[src/rtl/mux_n_pipe.sv]
`timescale 1ns/1ps
// -----------------------------------------------------------------------------
// mux_n_pipe
//
// Purpose:
//   Registered N-input, WIDTH-bit selector with a 1- or 2-stage valid
//   pipeline, a stall (hold) input, a flush (bubble) input, and detection
//   of out-of-range select values. It serves operand and forwarding
//   selection in the 3-stage RV32I pipeline, where the select is known
//   one or more cycles before the data is used.
//
// Parameters:
//   WIDTH   data width of each input and of the output
//   NUM_IN  number of data inputs (2..16)
//   LAT     register stages from input to output (1 or 2)
//   SEL_W   select width, derived from NUM_IN
//
// Ports:
//   clk        rising-edge clock
//   rst_n      asynchronous active-low reset
//   in_data    packed inputs; input k is in_data[k*WIDTH +: WIDTH]
//   sel        binary select, sampled together with in_valid
//   in_valid   sel and in_data are valid this cycle
//   stall      freeze every stage; nothing is captured or advanced
//   flush      clear every valid bit at the next edge (wins over stall)
//   out_data   selected data from the last stage
//   out_valid  out_data holds a live entry
//   out_err    the last-stage entry had sel >= NUM_IN (meaningful with out_valid)
//   err_count  saturating count of accepted out-of-range selects
//
// Every output is taken straight from a flop, so no input reaches an
// output combinationally.
// -----------------------------------------------------------------------------
module mux_n_pipe #(
  parameter  int WIDTH  = 32,
  parameter  int NUM_IN = 4,
  parameter  int LAT    = 1,
  localparam int SEL_W  = $clog2(NUM_IN)
) (
  input  logic                    clk,
  input  logic                    rst_n,
  input  logic [NUM_IN*WIDTH-1:0] in_data,
  input  logic [SEL_W-1:0]        sel,
  input  logic                    in_valid,
  input  logic                    stall,
  input  logic                    flush,
  output logic [WIDTH-1:0]        out_data,
  output logic                    out_valid,
  output logic                    out_err,
  output logic [7:0]              err_count
);

  // ---------------------------------------------------------------------------
  // Front end: select decode and accept qualification
  // ---------------------------------------------------------------------------
  logic [WIDTH-1:0] mux_data_s;
  logic             sel_err_s;
  logic             accept_s;

  // Range check and one-hot OR mux; an out-of-range select matches no input,
  // so the mux output falls to zero on its own.
  always_comb begin
    sel_err_s  = (32'(sel) >= 32'(NUM_IN));
    mux_data_s = {WIDTH{1'b0}};
    for (int k = 0; k < NUM_IN; k++) begin
      mux_data_s = mux_data_s |
                   ((32'(sel) == 32'(k)) ? in_data[k*WIDTH +: WIDTH] : {WIDTH{1'b0}});
    end
  end

  // An entry enters stage 1 only when offered, not held, and not flushed.
  always_comb begin
    accept_s = in_valid & ~stall & ~flush;
  end

  // ---------------------------------------------------------------------------
  // Stage 1
  // ---------------------------------------------------------------------------
  logic [WIDTH-1:0] data1_r;
  logic             valid1_r;
  logic             err1_r;

  // Stage 1 register: valid tracks every non-stalled edge, while data and
  // err move only on accept, so bubbles leave the previous payload in place.
  always_ff @(posedge clk or negedge rst_n) begin
    if (!rst_n) begin
      data1_r  <= {WIDTH{1'b0}};
      valid1_r <= 1'b0;
      err1_r   <= 1'b0;
    end else if (flush) begin
      valid1_r <= 1'b0;
    end else if (stall) begin
      valid1_r <= valid1_r;
    end else begin
      valid1_r <= in_valid;
      if (in_valid) begin
        data1_r <= mux_data_s;
        err1_r  <= sel_err_s;
      end else begin
        data1_r <= data1_r;
        err1_r  <= err1_r;
      end
    end
  end

  // ---------------------------------------------------------------------------
  // Error counter
  // ---------------------------------------------------------------------------
  logic [7:0] err_count_r;

  // Saturating counter of accepted out-of-range selects; it holds at 255.
  always_ff @(posedge clk or negedge rst_n) begin
    if (!rst_n) begin
      err_count_r <= 8'd0;
    end else if (accept_s && sel_err_s && (err_count_r != 8'hFF)) begin
      err_count_r <= err_count_r + 8'd1;
    end else begin
      err_count_r <= err_count_r;
    end
  end

  // ---------------------------------------------------------------------------
  // Optional stage 2 and output selection
  // ---------------------------------------------------------------------------
  logic [WIDTH-1:0] last_data_s;
  logic             last_valid_s;
  logic             last_err_s;

  generate
    if (LAT == 2) begin : g_lat2
      logic [WIDTH-1:0] data2_r;
      logic             valid2_r;
      logic             err2_r;

      // Stage 2 register: it copies stage 1 only when stage 1 holds a live
      // entry, so a bubble in stage 1 never overwrites the held payload.
      always_ff @(posedge clk or negedge rst_n) begin
        if (!rst_n) begin
          data2_r  <= {WIDTH{1'b0}};
          valid2_r <= 1'b0;
          err2_r   <= 1'b0;
        end else if (flush) begin
          valid2_r <= 1'b0;
        end else if (stall) begin
          valid2_r <= valid2_r;
        end else begin
          valid2_r <= valid1_r;
          if (valid1_r) begin
            data2_r <= data1_r;
            err2_r  <= err1_r;
          end else begin
            data2_r <= data2_r;
            err2_r  <= err2_r;
          end
        end
      end

      // The last stage is stage 2.
      always_comb begin
        last_data_s  = data2_r;
        last_valid_s = valid2_r;
        last_err_s   = err2_r;
      end
    end else begin : g_lat1
      // The last stage is stage 1.
      always_comb begin
        last_data_s  = data1_r;
        last_valid_s = valid1_r;
        last_err_s   = err1_r;
      end
    end
  endgenerate

  // The outputs connect directly to the last-stage flops.
  always_comb begin
    out_data  = last_data_s;
    out_valid = last_valid_s;
    out_err   = last_err_s;
    err_count = err_count_r;
  end

endmodule

[config.mk]
export PLATFORM = sky130hd
export DESIGN_NAME = mux_n_pipe
export DESIGN_NICKNAME = d
export VERILOG_FILES = /design/src/rtl/mux_n_pipe.sv
export SDC_FILE = /design/constraint.sdc
export NUM_CORES = 1
export LEC_CHECK = 0
export CAP_MARGIN = 5
export CORE_ASPECT_RATIO = 0.6
export CORE_MARGIN = 3
export CORE_UTILIZATION = 30
export CTS_CLUSTER_SIZE = 10
export DETAILED_ROUTE_END_ITERATION = 8
export GPL_ROUTABILITY_DRIVEN = 0
export PLACE_DENSITY = 0.77
export SETUP_SLACK_MARGIN = 0.15
export SYNTH_ARGS = -nofsm -noshare
export SYNTH_HDL_FRONTEND = slang
export SYNTH_SLANG_ARGS = --single-unit
[constraint.sdc]
create_clock -name clk -period 0.8 [get_ports clk]
set_input_delay 0.24 -clock clk [delete_from_list [all_inputs] [get_ports clk]]
set_output_delay 0.24 -clock clk [all_outputs]
set_load 0.01 [all_outputs]
Word level (Yosys, flattened, before mapping)
Index checks and enable logic that the tools add are counted.
{"block": "word_totals", "ff_bits": 33, "in_bits": 135, "out_inout_bits": 42, "wordCells": 19}
{"block": "op_classes", "n_eq_ne": 4, "n_mux": 6, "n_bitwise": 5, "n_reduce_logical": 2}
{"op": "2-to-1 mux 32 bit", "n": 4}
{"op": "bitwise OR 32 bit", "n": 3}
{"op": "equality test 2 bit (second input constant)", "n": 2}
{"op": "AND reduction 3 bit", "n": 1}
{"op": "equality test 2 x 1 -> 1 bit (second input constant)", "n": 1}
{"op": "logical NOT 2 bit", "n": 1}
{"op": "2-to-1 mux 1 bit", "n": 2}
{"op": "!= test 2 x 1 -> 1 bit (second input constant)", "n": 1}
{"op": "NOT 1 bit", "n": 2}

Longest topological paths before layout
Gate-level depths: netlist of the first run.
{"block": "logic_depth", "depth_word": 5, "depth_mapped": 4, "ltp_nobuf": 2}

Worst setup path after synthesis of the first run
No wires, ideal clock.
{"block": "synth_timing", "path_type": "input-to-reg", "startpoint": "in sel[0]", "endpoint": "reg data1_r[14], in the netlist out_data[14]", "setup_time_ps": 125, "arrival_time_ps": 1238, "required_ps": 675, "slack_ps": -563, "path_stages": 4, "n_path_buf": 2, "path_cell_list": "buf_6 buf_12 mux4_2 mux2_4"}
{"block": "synth_between", "elab_chain_cells": 5, "word_cells_on_any_way": 11, "cone_classes": "eq/ne (3); mux (4); bitwise (3); reduce/logical (1)"}
{"element": "from (decl)", "line": "43", "text": "input logic [SEL_W-1:0] sel,"}
{"element": "equality test 2 x 1 -> 1 bit or logical NOT 2 bit (tied branches)", "line": "67", "text": "((32'(sel) == 32'(k)) ? in_data[k*WIDTH +: WIDTH] : {WIDTH{1'b0}});"}
{"element": "2-to-1 mux 32 bit", "line": "67"}
{"element": "bitwise OR 32 bit (2 in a row)", "line": "66", "text": "mux_data_s = mux_data_s |"}
{"element": "bitwise OR 32 bit *", "line": "66"}
{"element": "to (signal assigned)", "line": "87", "text": "data1_r <= {WIDTH{1'b0}};"}
{"element": "to (signal assigned)", "line": "97", "text": "data1_r <= mux_data_s;"}
{"element": "to (signal assigned)", "line": "100", "text": "data1_r <= data1_r;"}
{"element": "to (decl)", "line": "79", "text": "logic [WIDTH-1:0] data1_r;"}
Every way passes the cells marked *; elsewhere a longest branch is shown, timed or not.
A chain may end at the register's enable or synchronous reset.

Worst setup path in the final report of the first run
{"block": "layout_timing", "startpoint": "in sel[0]", "endpoint": "reg data1_r[24], in the netlist out_data[24]"}
The elaborated chain is that of the path after synthesis.

==> summary.md, run 1 <==
| Metric | Value |
|---|---|
| Status | finished with violations |
| Violations in the final reports | negative hold slack, negative setup slack |
| Most frequent standard cell in the layout excluding fill and tap cells | sky130_fd_sc_hd__dlygate4sd2_1 |
| Vias in the first global route | approximately 2.2k |
| Total CTS buffers | 5 |
| Total die area | 8550 µm² |
| Crit path required time | 0.95 ns |
| Final Slew Violations | 0 |
| Number of detailed-route iterations in the first pass | 4 |
| YS warnings | 0 |
| Global-route wire length before repair | 11900 µm |
| Clock sinks | 33 |
| Setup slack on the worst flop-to-flop path | -0.21 ns |
| H-tree levels | 2 |
| Layout cell share with drive strength beyond 1 | 48.5% |
| Critical path data arrival time | 1.30 ns |
| Static power due to leakage | 0.00213 µW |
| Final nets | about 470 |
| Clk_lat worst skew | 0.27 ns |
| Routed WL per cell | 17.6 µm |
| Crit Path Category | in2reg |
| WHS | -0.0755 ns |
| Count of non-filler cells in the finished layout | 435 |
| Maximum fanout count along the critical path | 8 |
| Flip-flop and latch count after synthesis | 33 |
| Commonest non-fill, non-tap cells in the layout | sky130_fd_sc_hd__dlygate4sd2_1 (126), sky130_fd_sc_hd__buf_4 (37), sky130_fd_sc_hd__dfrtp_1 (33) |
| Number of endpoints with negative hold slack in the final report | 33 |
| Sum of overflow across all layers after global routing | 0 |
| Average via count per standard cell | 4.50 |
| Minimum setup slack after placement | -0.968 ns |
| Number of cells traversed by the worst register-to-register path | 3 |
| Area growth from synthesis to final layout | 98.2% |
| ANT nets after route | 0 |
| Max Cap Violations | 0 |
| DRC viols | 0 |
| Min Clock Period, post-route | 1.14 ns |
| Global Route Usage Sum | 18.3% |
| Fmax | 874 MHz |
| Total half-perimeter wirelength after legalization and detailed placement | about 5600 µm |
| TritonCTS clock tree | yes |
| Filler Cells Inserted | between 500 and 600 |
| Hold Path Class | in2async |
| Final design utilization | 63.8% |
| Antenna violations before repair | 1 |
| Worst r2r src | out_data[24] |
| Site row count | 23 |
| Clock root buffer master | sky130_fd_sc_hd__clkbuf_16 |
| CTS Buffer Depth | 2 |
| Power density over the cells | 1660 nW/µm² |
| Area of the core | 6940 µm² |
| Worst ir drop on vdd | 863 µV |
| Nature of the critical path endpoint | flip-flop |
| IO Pins | approximately 180 |
| Total of buffers placed on input and output ports | 167 |
| Final worst clock skew | 0 ns |
| Number of distinct standard cells referenced by the synthesized netlist | 14 |
| Initial Util | 32.2% |
| RSZ-0062 raised after global routing | yes |
| PnR worst setup slack | -0.345 ns |
| Ratio of final minimum period to clock period | 143% |
| Die boundary width | around 120 µm |
| Post-Route WL | about 7600 µm |
| Cell area after synthesis | approximately 2200 µm² |
| Pin count of the biggest net entering global routing | 34 |
| Die boundary height | 72.8 µm |
| Setup-failing EPs final | 66 |
| Sort of element at the start of the critical path | primary input |
| Clock-pin slew reported for the worst setup and hold paths after clock tree synthesis | 0.05 ns |
| Cells after Synth | 121 |
| Cell total after placement | roughly 400 |
| Initial drt markers | 70 |
| Via count of the routed design | 1958 |
| Crit Reg-Reg Endpoint | out_data[24] |
| Share of the yosys chip area belonging to registers | approximately 37% |
| Mean cell area of the mapped netlist | 18.5 µm² |
## worst max-delay path by stage
stage	endpoint	cells past startpoint	slack, ns	start
final	out_data[24]	4	-0.34	sel[0]
after global routing	out_data[24]	4	-0.35	sel[0]
after CTS	out_data[24]	4	-0.35	sel[0]
after detailed placement	out_data[12]	4	-0.97	in_valid
after global placement	out_data[13]	4	-0.92	flush
after floorplan	out_data[14]	4	-0.54	sel[0]
## stage by stage
stage | total power (µW) | cell area [µm²] | setup TNS (ns)
after floorplan | 3500 | 2280 | -16.89
after global placement | 5310 | 4100 | -39.13
after detailed placement | 5370 | 4100 | -40.46
after CTS | 7080 | 4260 | -17.77
after global routing | 7740 | 4430 | -19.07
final | 7330 | 4430 | -17.38
## final cells by class
cell class	count	area, µm²	share of cell area (%)
flip-flops and latches	33	826	18.7
multi-input cells	76	1270	28.7
clock buffers	7	143	3.22
well taps	100	125	2.83
repair buffers	218	2060	46.5
diodes	1	2.50	0.0565
## logic make-up after synthesis
logic type / after synthesis / synth area share [%]
buffers and inverters: 20 / 8.07
muxes: 65 / 54.1
DFF: 33 / 37.0
and+or+nand+nor: 2 / 0.728
other: 1 / 0.168
## timing repair
action / in CTS / in global routing
endpoints found under the setup margin: 66 / 66
endpoints found under the hold margin: 33 / 33
cloned: 5 / 0
resized for setup: 298 / 19
buffers inserted: 17 / 8
pin swaps: 1 / 2
## power breakdown
group | internal (µW) | switching (µW)
combinational | 2230 | 959
sequential | 2060 | 256
clock | 1220 | 607
total | 5510 | 1820
## synthesized netlist by cell type, drive strengths merged
cell     n  area (µm²)
dfrtp   33         826
mux2    32         469
nor2     1        3.75
buf     19         176
mux4    32         728
clkbuf   1        3.75
nor3b    1        12.5
conb     1        3.75
mux2i    1        10.0
## state kept, by name, indices dropped and copies added, names as in the netlist
| signal | flops |
|---|---|
| out_data | 32 |
| out_valid | 1 |
## critical path, cell delays in order
cell	delay, ns
sky130_fd_sc_hd__buf_12	0.11
sky130_fd_sc_hd__buf_12	0.14
sky130_fd_sc_hd__mux4_2	0.52
sky130_fd_sc_hd__mux2_4	0.27
## metal layers
metal	vias up	GRT usage (%)	part of all wire, %
met4	0	2.86	0.33
met1	957	23.5	42
met3	2	6.82	9.2
met5	-	0	0
met2	99	30.8	49
li1	900	-	-
Note: power is estimated with default switching activity, not from simulation.
==> inputs of run 2 (changes only) <==
--- a/config.mk
+++ b/config.mk
@@ -9,11 +9,13 @@
 export CORE_ASPECT_RATIO = 0.6
 export CORE_MARGIN = 3
 export CORE_UTILIZATION = 30
-export CTS_CLUSTER_SIZE = 10
+export CTS_CLUSTER_SIZE = 16
 export DETAILED_ROUTE_END_ITERATION = 8
 export GPL_ROUTABILITY_DRIVEN = 0
+export GPL_TIMING_DRIVEN = 0
 export PLACE_DENSITY = 0.77
 export SETUP_SLACK_MARGIN = 0.15
+export SLEW_MARGIN = 0
 export SYNTH_ARGS = -nofsm -noshare
 export SYNTH_HDL_FRONTEND = slang
 export SYNTH_SLANG_ARGS = --single-unit
==> summary.md, run 2 (same netlist as run 1, synthesis figures left out) <==
| Metric | Value |
|---|---|
| RSZ-0062 raised after global routing | yes |
| DRC viols | 0 |
| Average via count per standard cell | 4.49 |
| Vias in the first global route | 2210 |
| Global-route wire length before repair | around 12000 µm |
| Area growth from synthesis to final layout | 96.8% |
| Status | finished with violations |
| Placed cell areas | 4050 µm² |
| Most frequent standard cell in the layout excluding fill and tap cells | sky130_fd_sc_hd__dlygate4sd2_1 |
| Total die area | 8550 µm² |
| Routed WL per cell | 17.2 µm |
| Antenna violations before repair | 0 |
| Min Clock Period, post-route | 1.13 ns |
| Sort of element at the start of the critical path | primary input |
| Final design utilization | 63.4% |
| Post-Route WL | roughly 7600 µm |
| Filler Cells Inserted | 615 |
| Layout Cell Area excl Fill | around 4400 µm² |
| Switching share of total power | 25.5% |
| Crit Path Category | in2reg |
| Setup-failing EPs final | 65 |
| CTS Buffer Depth | 2 |
| PnR worst setup slack | -0.332 ns |
| Commonest non-fill, non-tap cells in the layout | sky130_fd_sc_hd__dlygate4sd2_1 (120), sky130_fd_sc_hd__buf_4 (39), sky130_fd_sc_hd__dfrtp_1 (33) |
| Number of buffers inserted for hold repair after clock tree synthesis | 0 |
| Share of total power in the clock network | 25.2% |
| Power density over the cells | 1610 nW/µm² |
| Number of endpoints with negative hold slack in the final report | 33 |
| Max Cap Violations | 0 |
| Maximum fanout count along the critical path | 8 |
| Via count of the routed design | 1982 |
| Final nets | 475 |
| Total half-perimeter wirelength after legalization and detailed placement | 5600 µm |
| Violations in the final reports | negative hold slack, negative setup slack |
| Minimum setup slack after placement | -1.14 ns |
| Maximum single-stage delay on the critical path | roughly 0.5 ns |
| TritonCTS clock tree | yes |
| Pin count of the biggest net entering global routing | 34 |
| Static power due to leakage | between 0.002 and 0.0025 µW |
| Initial Util | 32.2% |
| Nature of the critical path endpoint | flip-flop |
| Final Slew Violations | 0 |
| Layout cell share with drive strength beyond 1 | 50.7% |
| Cell-internal power | 5270 µW |
| Worst ir drop on vdd | 1020 µV |
| Cell total after placement | 394 |
| Part of the power in combinational logic | 42.3% |
| Relative contribution of sequential cells to total power | 32.5% |
| Multi-input combinational cell area | about 1300 µm² |
| Count of non-filler cells in the finished layout | 441 |
| H-tree levels | 2 |
| Total of buffers placed on input and output ports | 165 |
| Clock-pin slew reported for the worst setup and hold paths after clock tree synthesis | 0.05 ns |
| Initial drt markers | 46 |
| Fmax | 883 MHz |
| Number of antenna cells inserted | 0 |
| Site row count | 23 |
| Area of the core | 6940 µm² |
| ANT nets after route | 0 |
| Clock sinks | 33 |
| Crit path required time | about 0.95 ns |
| Total CTS buffers | 5 |
| IO Pins | 177 |
| Series of cell instances along the critical path | buf_16 > clkbuf_16 > mux4_2 > mux2_4 |
| Clk_lat worst skew | 0.26 ns |
| WHS | -0.0466 ns |
| Final worst clock skew | 0 ns |
| Clock root buffer master | sky130_fd_sc_hd__clkbuf_16 |
| Die boundary width | 117 µm |
| Worst-path cell with the longest stage delay | sky130_fd_sc_hd__mux4_2 |
| Number of detailed-route iterations in the first pass | 4 |
| Hold Path Class | in2async |
| Global Route Usage Sum | 17.4% |
| Sum of overflow across all layers after global routing | 0 |
| Critical path data arrival time | 1.29 ns |
| Net switching power of the design | 1800 µW |
| Die boundary height | ~73 µm |
| Ratio of final minimum period to clock period | 142% |
| Max reg flops | 32 |
| Area used by sequential logic in the layout | ~830 µm² |
## run 2: cell count changes in the layout (fill, tap and decap cells not counted)
cell | previous run | this run
sky130_fd_sc_hd__clkdlybuf4s15_1 | 2 | 1
sky130_fd_sc_hd__diode_2 | 1 | 0
sky130_fd_sc_hd__clkbuf_8 | 1 | 0
sky130_fd_sc_hd__clkbuf_4 | 0 | 2
sky130_fd_sc_hd__buf_4 | 37 | 39
sky130_fd_sc_hd__buf_2 | 15 | 29
sky130_fd_sc_hd__dlygate4sd2_1 | 126 | 120
sky130_fd_sc_hd__mux2i_1 | 0 | 1
sky130_fd_sc_hd__mux2i_2 | 1 | 0
sky130_fd_sc_hd__buf_6 | 24 | 17
sky130_fd_sc_hd__buf_8 | 1 | 3
sky130_fd_sc_hd__buf_16 | 5 | 2
sky130_fd_sc_hd__clkbuf_16 | 5 | 8
sky130_fd_sc_hd__clkbuf_1 | 1 | 3
## run 2: final cells by class
| class | count | area share [%] |
|---|---|---|
| repair buffers | 204 | 40.9 |
| multi-input cells | 76 | 28.8 |
| flip-flops and latches | 33 | 18.8 |
| plain buffers | 20 | 5.55 |
| clock buffers | 8 | 3.10 |
| well taps | 100 | 2.85 |
## run 2: path summary, 6_finish.rpt
check / slack [ns] / to / from / depth (start not counted)
max in group asynchronous: 0.50 / out_data[8] / rst_n / 1
min in group clk: 0.13 / out_valid / flush / 2
max reg2reg: -0.19 / out_data[2] / out_data[2] / 3
min: -0.05 / out_data[10] / rst_n / 1
min reg2reg: 0.51 / out_data[25] / out_data[25] / 1
max: -0.33 / out_data[18] / sel[0] / 4
## run 2: through the flow
| stage | TNS (ns) | total power, µW |
|---|---|---|
| after floorplan | -16.89 | 3500 |
| final | -17.34 | 7070 |
| after CTS | -17.42 | 6800 |
| after detailed placement | -48.86 | 5140 |
| after global routing | -18.99 | 7490 |
| after global placement | -86.57 | 5100 |
## run 2: power by group through the flow
stage	Sequential [µW]	Clock, µW	Combinational [µW]
final	2300	1780	2990
after global placement	2290	0	2810
after global routing	2350	1950	3200
after floorplan	2470	0	1030
after detailed placement	2300	0	2840
after CTS	2260	1830	2700
## run 2: critical path: cells and delay by family
kind                   cells  cell delay (ns)
multiplexers               2             0.77
buffers and inverters      2             0.28
## run 2: repair_timing
| item | in CTS | in global routing |
|---|---|---|
| cloned | 3 | 3 |
| pin swaps | 1 | 1 |
| endpoints found under the hold margin | 0 | 31 |
| resized for setup | 319 | 13 |
| endpoints found under the setup margin | 66 | 99 |
| setup buffers | 22 | 11 |
## run 2: layer usage
layer,global-route usage (%),part of all wire [%]
met3,7.20,8.3
met1,20.9,41
met2,30.4,51
met5,0,0
met4,2.60,0.33
